<file path="src/rtl/regfile_scanner_if.sv">
// rtl/regfile_scanner_if.sv - (index, value) pair stream between regfile_scanner and its consumer
interface regfile_scanner_if;
    logic        out_valid;
    logic        out_ready;
    logic [4:0]  out_idx;
    logic [31:0] out_data;

    modport master (output out_valid, output out_idx, output out_data, input out_ready);
    modport slave  (input out_valid, input out_idx, input out_data, output out_ready);
endinterface

</file>
<file path="src/rtl/regfile_scanner.sv">
// rtl/regfile_scanner.sv - walks sccomp reg_sel and streams (index, value) pairs; option SCAN_CHANGE_ONLY_EN
module regfile_scanner #(
    parameter int FIRST_REG = 0,
    parameter int LAST_REG  = 31,
    parameter int SETTLE    = 1
) (
    input  logic                clk,
    input  logic                rstn,
    input  logic                start,
    input  logic                cont,
    output logic [4:0]          reg_sel,
    input  logic [31:0]         reg_data,
    regfile_scanner_if.master   pairs,
    output logic                busy,
    output logic                done
);

    typedef enum logic [2:0] {S_IDLE, S_SETTLE, S_CAPTURE, S_OUTPUT, S_NEXT} state_t;

    state_t      state, state_nxt;
    logic [3:0]  cnt;
    logic [4:0]  idx;
    logic [4:0]  out_idx_q;
    logic [31:0] out_data_q;
    logic        last;
    logic        skip;

    assign last = (idx == 5'(LAST_REG));

`ifdef SCAN_CHANGE_ONLY_EN
    logic [31:0] shadow [32];
    logic [31:0] shadow_vld;

    // Unchanged registers since their last emission are not re-sent.
    assign skip = shadow_vld[idx] && (shadow[idx] == reg_data);

    always_ff @(posedge clk or negedge rstn) begin
        if (!rstn) begin
            shadow_vld <= '0;
        end else if (state == S_OUTPUT && pairs.out_ready) begin
            shadow_vld[out_idx_q] <= 1'b1;
        end
    end

    always_ff @(posedge clk) begin
        if (state == S_OUTPUT && pairs.out_ready) begin
            shadow[out_idx_q] <= out_data_q;
        end
    end
`else
    assign skip = 1'b0;
`endif

    always_ff @(posedge clk or negedge rstn) begin
        if (!rstn) begin
            state <= S_IDLE;
        end else begin
            state <= state_nxt;
        end
    end

    always_comb begin
        state_nxt = state;
        case (state)
            S_IDLE:    if (start) state_nxt = S_SETTLE;
            S_SETTLE:  if (cnt == 4'd0) state_nxt = S_CAPTURE;
            S_CAPTURE: state_nxt = skip ? S_NEXT : S_OUTPUT;
            S_OUTPUT:  if (pairs.out_ready) state_nxt = S_NEXT;
            S_NEXT:    state_nxt = (!last || cont) ? S_SETTLE : S_IDLE;
            default:   state_nxt = S_IDLE;
        endcase
    end

    // idx only moves on the edges that enter SETTLE, so reg_sel is frozen while a pair is offered.
    always_ff @(posedge clk or negedge rstn) begin
        if (!rstn) begin
            idx        <= 5'd0;
            cnt        <= 4'd0;
            out_idx_q  <= 5'd0;
            out_data_q <= 32'd0;
        end else begin
            case (state)
                S_IDLE: begin
                    if (start) begin
                        idx <= 5'(FIRST_REG);
                        cnt <= 4'(SETTLE - 1);
                    end
                end
                S_SETTLE: begin
                    if (cnt != 4'd0) cnt <= cnt - 4'd1;
                end
                S_CAPTURE: begin
                    if (!skip) begin
                        out_data_q <= reg_data;
                        out_idx_q  <= idx;
                    end
                end
                S_NEXT: begin
                    cnt <= 4'(SETTLE - 1);
                    if (!last) begin
                        idx <= idx + 5'd1;
                    end else if (cont) begin
                        idx <= 5'(FIRST_REG);
                    end
                end
                default: ;
            endcase
        end
    end

    assign reg_sel         = idx;
    assign pairs.out_valid = (state == S_OUTPUT);
    assign pairs.out_idx   = out_idx_q;
    assign pairs.out_data  = out_data_q;
    assign busy            = (state != S_IDLE);
    assign done            = (state == S_NEXT) && last;

endmodule
</file>
<file path="src/flat_wrapper.sv">
// flat-port wrapper written by rule: the top's interface ports become plain ports
module regfile_scanner_flat 
#(
    parameter int FIRST_REG = 0,
    parameter int LAST_REG  = 31,
    parameter int SETTLE    = 1
)
  (clk, rstn, start, cont, reg_sel, reg_data, busy, done, pairs_out_valid, pairs_out_idx, pairs_out_data, pairs_out_ready);
  regfile_scanner_if pairs_i ();
  input  logic clk;
  input  logic rstn;
  input  logic start;
  input  logic cont;
  output logic [4:0] reg_sel;
  input  logic [31:0] reg_data;
  output logic busy;
  output logic done;
  output wire logic [$bits(pairs_i.out_valid)-1:0] pairs_out_valid;
  output wire logic [$bits(pairs_i.out_idx)-1:0] pairs_out_idx;
  output wire logic [$bits(pairs_i.out_data)-1:0] pairs_out_data;
  input wire logic [$bits(pairs_i.out_ready)-1:0] pairs_out_ready;
  assign pairs_out_valid = pairs_i.out_valid;
  assign pairs_out_idx = pairs_i.out_idx;
  assign pairs_out_data = pairs_i.out_data;
  assign pairs_i.out_ready = pairs_out_ready;
  regfile_scanner #(.FIRST_REG(FIRST_REG), .LAST_REG(LAST_REG), .SETTLE(SETTLE)) u_core (.clk(clk), .rstn(rstn), .start(start), .cont(cont), .reg_sel(reg_sel), .reg_data(reg_data), .pairs(pairs_i), .busy(busy), .done(done));
endmodule
</file>
<file path="config.mk">
export PLATFORM = sky130hd
export DESIGN_NAME = regfile_scanner_flat
export DESIGN_NICKNAME = d
export VERILOG_FILES = /design/src/rtl/regfile_scanner_if.sv /design/src/rtl/regfile_scanner.sv /design/src/flat_wrapper.sv
export SDC_FILE = /design/constraint.sdc
export NUM_CORES = 1
export LEC_CHECK = 0
export CORE_ASPECT_RATIO = 1.25
export CORE_MARGIN = 8
export CORE_UTILIZATION = 39
export CTS_CLUSTER_DIAMETER = 50
export DETAILED_ROUTE_END_ITERATION = 10
export PLACE_DENSITY = 0.88
export SLEW_MARGIN = 20
export SYNTH_ARGS = -nofsm -noshare
export SYNTH_HDL_FRONTEND = slang
export SYNTH_SLANG_ARGS = --single-unit
</file>
<file path="constraint.sdc">
create_clock -name clk -period 2 [get_ports clk]
set_clock_uncertainty 0.1 [all_clocks]
set_input_delay 0.4 -clock clk [delete_from_list [all_inputs] [get_ports clk]]
set_output_delay 0.4 -clock clk [all_outputs]
set_load 0.005 [all_outputs]
</file>
==> results of run 1 <==
## worst paths after layout
check,slack [ns],startpoint,endpoint
worst max-delay path,-0.007,u_core.reg_sel[0],done
worst min-delay path,0.39,u_core.pairs.out_data[13],u_core.pairs.out_data[13]
worst max register to register,0.01,u_core.reg_sel[0],u_core.reg_sel[1]
worst min register to register,0.39,u_core.pairs.out_data[13],u_core.pairs.out_data[13]
max in group asynchronous,0.73,rstn,u_core.state[1]
min in group asynchronous,0.53,rstn,u_core.pairs.out_data[9]
## timing repair
item	4_1_cts	5_1_grt
hold buffers	1	0
hold endpoints to repair	20	0
setup buffers	3	2
pin swaps	0	5
endpoints found under the setup margin	4	6
gates resized for setup	10	6
## Yosys cell counts, types with 3 or more instances
cell	instances
dfrtp_1	49
ha_1	3
o21ai_0	3
a21oi_1	3
mux2_1	10
mux2_2	27
inv_1	5
buf_4	3
nor3b_1	5
buf_2	3
## metrics by stage
step | instance area, µm² | setup WS [ns] | std cells | total power, W | hold slack, ns
4_1_cts | 3110 | -0.0225 | 301 | 0.00429 | 0.394
6_report | 3150 | -0.00669 | 303 | 0.00424 | 0.392
2_1_floorplan | 2060 | 0.0221 | 144 | 0.00262 | 0.00441
5_1_grt | 3150 | -0.0889 | 303 | 0.00455 | 0.422
3_5_place_dp | 3000 | -0.0379 | 291 | 0.00371 | 0.301
3_3_place_gp | 3000 | -0.0230 | 291 | 0.00362 | 0.292
## report_power, final
| part | switching, W | total (W) | internal (W) | leakage [nW] |
|---|---|---|---|---|
| Combinational | 0.000741 | 0.00208 | 0.00134 | 0.699 |
| Clock | 0.000302 | 0.000533 | 0.000231 | 0.0399 |
| Sequential | 0.000219 | 0.00163 | 0.00141 | 0.602 |
## logic make-up after synthesis
group	after synthesis
buffers and inverters	13
AOI/OAI and AO/OA	16
and+or+nand+nor	22
DFF	49
muxes	39
xor gates and xnor gates	2
adders and majority gates	3
## worst reg2reg max path: cells and delay by family (launching register included)
kind,cells,cell delay [ns]
AOI/OAI and AO/OA,2,0.50
DFF,1,0.41
and+or+nand+nor,3,0.38
adders and majority gates,2,0.35
buffers and inverters,1,0.19
## sequential cells by signal, summed over array words and instances, names as in the netlist
name / count
u_core.state: 3
u_core.reg_sel: 5
u_core.cnt: 4
u_core.pairs.out_idx: 5
u_core.pairs.out_data: 32
## per-layer routing
metal	GRT usage	vias to the layer above
met4	0.0400	0
li1	-	702
met1	0.139	749
met2	0.235	53
met3	0.0491	10
met5	0	-
## final cells by class
class                      count  area, µm²  area share
inverter                       5       18.8     0.00597
tap                           62       77.6      0.0247
clock inverter                 1       5.00     0.00159
timing repair buffer          99        948       0.302
sequential                    49       1230       0.391
clock buffer                   5       68.8      0.0219
multi-input combinational     82        798       0.254
==> impl_metrics.ini, run 1 <==
[run_status]
status = finished with violations
violations = negative setup slack

[yosys]
yosysWarnings = 0
synth-edff-count = 0
synth_cell_types = 35
synthAdderAreaFrac = 0.0183
synth_fp_nets = 184
yosys.area_share.simple = 0.0689
synthArstFlopShare = 1.00
synthTopCellsByArea = dfrtp_1 60%, mux2_2 15%, mux2_1 5.5%, ha_1 1.8%, nor3b_1 1.8%
synth.largest_area_cell = dfrtp_1
synth-xor-area-share = 0.00854
synth_top_area_share = 0.598
synth_top_family_by_area = multiplexers
syn-cell-area_um2 = 2050
synth-compound-area-share = 0.0591
synth.area.mux_share = 0.213
seq_area_frac_synth = 0.598
ys.flop_type = dfrtp_1
avgSynthCellArea_um2 = 14.2
synth_cells = 144
synth_seq_cells = 49

[critical_path]
critPathBufInv = 1
critPathCaptureType = output port
crit_family = flip-flops
worst_r2r_path_depth = 8
startpoint_type = register
slowest_stage = dfrtp_1
crit_type = reg2out
cp.required_ns = 1.50
crit_path_cell_trace = ha_2 > and3_4 > ha_4 > and3_1 > buf_2
slowest_delay_ns = 0.41
path_max_fanout = 3
worstPathArrival_ns = 1.51
critical_path_depth = 5

[clock_network]
clkTransAtPathRegs_ns = 0.08
ctsRootBufferMaster = clkbuf_8
clkSinkCount = 49
cts_tree = built
cts-buffers-inserted = 5
clk_path_buf_depth = 2
htreeDepth = 2
clk_latency_ns = 0.29

[sta]
setup_viol = 1
fmax_mhz = 498
hold_violations = 0
tns_ns = -0.00669
min_period_over_period = 1.00
fin_crit_ns = 2.01
slew_violations = 0
max_slew_margin = 0.661
setup_ws_ns = -0.00669
rsz0062_at_grt = yes
worstMarginPinSlew_ns = 0.508

[global_route]
grt_pass1_vias = 1646
grtUsageTotal = 0.133
antenna_found_initial = 0
grt_start_max_net_pins = 30
grt_pass1_wl_mm = 8.27
overflow = 0

[floorplan]
rows = 29
die-width_um = 80.9
core_um2 = 5080
io_pins = 82
die_h_um = 97.1
die-area_um2 = 7850
start_util = 0.404

[route]
first_iter_violations = 40
drc = 0
top_layer = met4
drt_wl_total_mm = 4.97
drtAntennaViolNets = 0
first_pass_iters = 4
wl_met3_um = 421
wl_met2_mm = 2.63
num_vias = 1514
via_per_inst = 5.00
post_drt_wl_per_cell_um = 16.4
m1WireLength_mm = 1.83

[final_layout]
syn2layout_area_growth_pct = 53.3
insertedDiodeCount = 0
layout_common_cells = 77 x clkdlybuf4s50_1, 47 x dfrtp_1, 27 x mux2_2
fillers = 406
post-route-util = 0.619
nNetsFinal = 282
layout-drive-gt1-share = 0.261
layout_commonest_cell = clkdlybuf4s50_1

[placed_design]
place.gp.congestion = 0.794
portBuffers = 81
dp_hpwl_mm = 3.90

[power]
powerDensity_nw_per_um2 = 1350
vdd_drop_max_uv = 735
cellLeakagePower_nw = 1.34

[hold_path]
hold_path_depth = 1
hp-class = reg2reg

[flow_run]
maxCapViolations = 0
Note: power is estimated with default switching activity, not from simulation.
==> inputs of run 2 (changes only) <==
--- a/config.mk
+++ b/config.mk
@@ -11,5 +11,5 @@
 export CTS_CLUSTER_DIAMETER = 50
 export DETAILED_ROUTE_END_ITERATION = 10
-export PLACE_DENSITY = 0.88
+export PLACE_DENSITY_LB_ADDON = 0.2
 export SLEW_MARGIN = 20
 export SYNTH_ARGS = -nofsm -noshare
==> constraint.sdc (replaced) <==
create_clock -name clk -period 2 [get_ports clk]
set_clock_uncertainty 0.1 [all_clocks]
set_input_delay 0.2 -clock clk [delete_from_list [all_inputs] [get_ports clk]]
set_output_delay 0.2 -clock clk [all_outputs]
set_load 0.005 [all_outputs]
==> run 2 against run 1 <==
  * Wire length decreased by 3.4%
  * The flow now finishes without violations
  * Largest cell class unchanged
  * Critical path depth increased by 2
  * Global-route usage decreased by 0.82 points
  * Worst hold slack about the same
  * Die area unchanged
  * First-iteration DRC count increased by 83%
  * Combinational power decreased by 6%
  * Sequential power increased by 4%
  * Via count decreased by 3.9%
  * Sequential share of layout area increased by 0.23 points
  * Critical endpoint is now u_core.reg_sel[2]
  * Final area decreased by 0.48%
  * Register-to-register slack improved by 0.06 ns
==> impl_metrics.ini, run 2 (synthesized netlist as in run 1, its figures left out) <==
[run_status]
status = finished clean

[final_layout]
nNetsFinal = 274
layout_commonest_cell = clkdlybuf4s50_1
post-route-util = 0.616
largest_register_ffs = 32
layout-drive-gt1-share = 0.230
final_cells = 297
final_cell_area_um2 = 3130
syn2layout_area_growth_pct = 52.6
layout_common_cells = 78 x clkdlybuf4s50_1, 46 x dfrtp_1, 27 x mux2_2
fillers = 393
insertedDiodeCount = 0

[floorplan]
core_um2 = 5080
die-area_um2 = 7850
io_pins = 82
start_util = 0.404
rows = 29
die_h_um = 97.1
die-width_um = 80.9

[placed_design]
place_area_um2 = 2960
portBuffers = 81
place.gp.congestion = 0.696
dp.cells = 286
dp_hpwl_mm = 3.67

[power]
p_switching_w = 0.00124
pwr-share-seq = 0.391
vdd_drop_max_uv = 812
internal-power_w = 0.00311
total_power_w = 0.00436
powerDensity_nw_per_um2 = 1390
cellLeakagePower_nw = 1.32
combinationalPowerShare = 0.447
swShare = 0.285
p_clk_frac = 0.162

[global_route]
overflow = 0
grt_pass1_wl_mm = 7.75
antenna_found_initial = 0
grtUsageTotal = 0.125
grt_pass1_vias = 1540
grt_start_max_net_pins = 50

[route]
post_drt_wl_per_cell_um = 16.2
drc = 0
drtAntennaViolNets = 0
first_iter_violations = 73
first_pass_iters = 4
via_per_inst = 4.90
num_vias = 1455
drt_wl_total_mm = 4.80

[critical_path]
critPathCaptureType = register
worstPathArrival_ns = 2.01
startpoint_type = register
cp.required_ns = 2.09
crit_type = reg2reg
path_max_fanout = 5

[sta]
rsz0062_at_grt = no
whs_ns = 0.392
fin_crit_ns = 1.93
fmax_mhz = 519
max_slew_margin = 0.604
slew_violations = 0
setup_viol = 0
min_period_over_period = 0.964
worstMarginPinSlew_ns = 0.593
hold_violations = 0

[clock_network]
cts_tree = built
htreeDepth = 2
clkSinkCount = 49
cts-buffers-inserted = 5
clk_path_buf_depth = 2
clk_latency_ns = 0.29
ctsRootBufferMaster = clkbuf_8
clkTransAtPathRegs_ns = 0.08

[hold_path]
hp-class = reg2reg

[flow_run]
maxCapViolations = 0
-- run 2: through the flow --
step / setup TNS, ns / worst slack [ns]
6_report: 0 / 0.0722
5_1_grt: 0 / 0.00828
4_1_cts: 0 / 0.00636
3_5_place_dp: -0.0423 / -0.0360
3_3_place_gp: 0 / 0.0576
2_1_floorplan: 0 / 0.0221
-- run 2: repair_timing --
item,in CTS,in global routing
endpoints found under the setup margin,7,7
pin swaps,4,1
resized for setup,6,3
endpoints found under the hold margin,49,0
buffers inserted,2,0
hold buffers,1,0
-- run 2: final timing paths --
kind / startpoint / to / slack (ns) / depth (start not counted)
max reg2reg: u_core.reg_sel[0] / u_core.reg_sel[2] / 0.07 / 7
max in group asynchronous: rstn / u_core.state[0] / 0.94 / 3
min in group asynchronous: rstn / u_core.pairs.out_data[25] / 0.43 / 3
min: u_core.pairs.out_idx[3] / u_core.pairs.out_idx[3] / 0.39 / 1
max: u_core.reg_sel[0] / u_core.reg_sel[2] / 0.07 / 7
min reg2reg: u_core.pairs.out_idx[3] / u_core.pairs.out_idx[3] / 0.39 / 1
-- run 2: power by group through the flow --
| stage | combinational (W) | clock [W] | sequential (W) |
|---|---|---|---|
| finish | 0.00195 | 0.000705 | 0.00170 |
| global route | 0.00211 | 0.000782 | 0.00177 |
| CTS | 0.00200 | 0.000731 | 0.00170 |
| detailed placement | 0.00198 | 0 | 0.00172 |
| global placement | 0.00191 | 0 | 0.00168 |
| floorplan | 0.000943 | 0 | 0.00167 |
-- run 2: metal layers --
layer	GRT usage	wire length, µm
met1	0.144	1930
met4	0.0469	88
met5	0	0
met3	0.0472	432
met2	0.200	2350
-- run 2: worst max-delay path, stage by stage, from the launching register on --
cell and delay, ns:
dfrtp_1 0.39, ha_2 0.19, and3_4 0.15, ha_4 0.16
nor2b_4 0.13, a2111oi_4 0.39, o21ai_1 0.14, a21o_1 0.17
-- run 2: cell type report --
cell class | count | area (µm²) | share of cell area
clock buffer | 7 | 86.3 | 0.0276
clock inverter | 1 | 30.0 | 0.00959
inverter | 5 | 18.8 | 0.00600
multi-input combinational | 82 | 791 | 0.253
sequential | 49 | 1230 | 0.393
tap | 62 | 77.6 | 0.0248
timing repair buffer | 91 | 897 | 0.287
==> inputs of run 3 (changes only) <==
- CORE_UTILIZATION: 39 -> 48
- DONT_BUFFER_PORTS: default -> 1
==> run 3 against run 2 <==
  * Flip-flop and latch count stayed put
  * Total power is 20% lower
  * Worst hold slack worse by 0.36 ns
  * Critical endpoint is now u_core.reg_sel[1]
  * Via count is 12% lower
  * Largest cell class unchanged
  * Register-to-register slack better by 0.02 ns
  * First-iteration DRC count is 29% lower
  * Critical path depth is 1 higher
  * Maximum frequency is 1.1% higher
  * Sequential share of layout area is 7.2 points higher
==> impl_metrics.ini, run 3 (synthesized netlist as in run 1, its figures left out) <==
[run_status]
status = finished clean

[sta]
hold_violations = 0
fmax_mhz = 525
fin_crit_ns = 1.91
slew_violations = 0
max_slew_margin = 0.739
worstMarginPinSlew_ns = 0.389
min_period_over_period = 0.953
setup_ws_ns = 0.0938
setup_viol = 0
rsz0062_at_grt = yes

[power]
swShare = 0.329
vdd_drop_max_uv = 722
internal-power_w = 0.00234
powerDensity_nw_per_um2 = 1330
combinationalPowerShare = 0.330
cellLeakagePower_nw = 1.13
p_clk_frac = 0.153
p_switching_w = 0.00115
total_power_w = 0.00349
pwr-share-seq = 0.517

[hold_path]
hold_path_depth = 2
whs_endpoint = u_core.state[0]
hp-class = in2reg
min_from = pairs_out_ready

[final_layout]
largest_register_ffs = 32
layout-drive-gt1-share = 0.267
layout_common_cells = 49 x dfrtp_1, 34 x dlygate4sd3_1, 27 x mux2_2
post-route-util = 0.643
nNetsFinal = 226
syn2layout_area_growth_pct = 28.4
final_cells = 243
insertedDiodeCount = 0
layout_commonest_cell = dfrtp_1

[global_route]
grt_pass1_wl_mm = 7.31
grt_pass1_vias = 1410
overflow = 0
grt_start_max_net_pins = 50
antenna_found_initial = 0
grtUsageTotal = 0.145

[floorplan]
io_pins = 82
die-area_um2 = 6640
rows = 26
start_util = 0.501
die-width_um = 74.5
die_h_um = 89.1
core_um2 = 4100

[placed_design]
dp_hpwl_mm = 3.00
place.gp.congestion = 0.741
post-place-ws_ns = 0.0178
dp.cells = 198
portBuffers = 0

[critical_path]
cp.required_ns = 2.11
reg2reg_from = u_core.reg_sel[0]
worst_r2r_path_depth = 8
critPathCaptureType = register
crit_type = reg2reg
slowest_delay_ns = 0.39
startpoint_type = register
crit_path_cell_trace = ha_2 > and3_4 > ha_4 > nor2b_4 > a2111oi_4 > buf_4 > nand4_1 > o21ai_0
reg2reg_setup_slack_ns = 0.09
r2r-end = u_core.reg_sel[1]
slowest_stage = dfrtp_1
path_max_fanout = 5
worstPathArrival_ns = 2.02

[route]
via_per_inst = 5.26
first_pass_iters = 3
post_drt_wl_per_cell_um = 18.8
num_vias = 1278
drt_wl_total_mm = 4.57
drtAntennaViolNets = 0
first_iter_violations = 52
drc = 0

[clock_network]
clkSinkCount = 49
clk_latency_ns = 0.29
clk_path_buf_depth = 2
cts_tree = built
htreeDepth = 2
cts-buffers-inserted = 5
clkTransAtPathRegs_ns = 0.08
ctsRootBufferMaster = clkbuf_8

[flow_run]
maxCapViolations = 0
[run 3: cell count changes in the layout (fill, tap and decap cells not counted), moves of 3 or more]
cell,delta
dlygate4sd3_1,+33
clkdlybuf4s50_1,-78
dfrtp_2,-3
dfrtp_1,+3
[run 3: worst max-delay path by stage]
stage                     slack [ns]              start  cells past startpoint                end
after floorplan                 0.02  u_core.reg_sel[0]                      7  u_core.reg_sel[2]
after global placement          0.09  u_core.reg_sel[1]                      8  u_core.reg_sel[1]
after detailed placement        0.02  u_core.reg_sel[1]                      8  u_core.reg_sel[4]
after CTS                      0.008  u_core.reg_sel[0]                      8  u_core.reg_sel[4]
after global routing           -0.04  u_core.reg_sel[0]                      8  u_core.reg_sel[4]
final                           0.09  u_core.reg_sel[0]                      8  u_core.reg_sel[1]
[run 3: timing repair]
item	CTS	global route
setup buffers	1	1
pin swaps	3	2
endpoints found under the setup margin	2	5
gates resized for setup	4	2
hold buffers	35	0
hold endpoints to repair	83	0
[run 3: final cells by class]
cell class / count / area (µm²)
fill: 321 / 1460
sequential: 49 / 1230
multi-input combinational: 82 / 796
timing repair buffer: 43 / 440
clock buffer: 7 / 76.3
tap: 56 / 70.1
inverter: 5 / 18.8
clock inverter: 1 / 7.51
[run 3: per-layer routing]
layer	up-vias	wire length [µm]	GRT usage	part of all wire
li1	594	-	-	-
met1	635	1690	0.147	0.37
met2	47	2440	0.258	0.53
met3	2	429	0.0629	0.094
met4	0	21	0.0482	0.0046
met5	-	0	0	0
[run 3: metrics by stage]
stage	hold WS (ns)	cell area (µm²)	TNS, ns
after floorplan	-0.196	2060	0
after global placement	-0.194	2140	0
after detailed placement	-0.194	2140	0
after CTS	0.0205	2620	0
after global routing	0.0460	2640	-0.0665
final	0.0289	2640	0
[run 3: critical path, delay by kind of cell (launching register included)]
family	cells	cell delay, ns
DFF	1	0.39
and+or+nand+nor	3	0.36
AOI/OAI and AO/OA	2	0.42
buffers and inverters	1	0.20
adders and majority gates	2	0.35
[run 3: power by group through the flow]
stage               Combinational (W)  Clock [W]  Sequential [W]
global placement             0.000998          0         0.00181
detailed placement            0.00104          0         0.00183
finish                        0.00115   0.000536         0.00181
global route                  0.00128   0.000601         0.00187
floorplan                    0.000943          0         0.00167
CTS                           0.00113   0.000564         0.00180
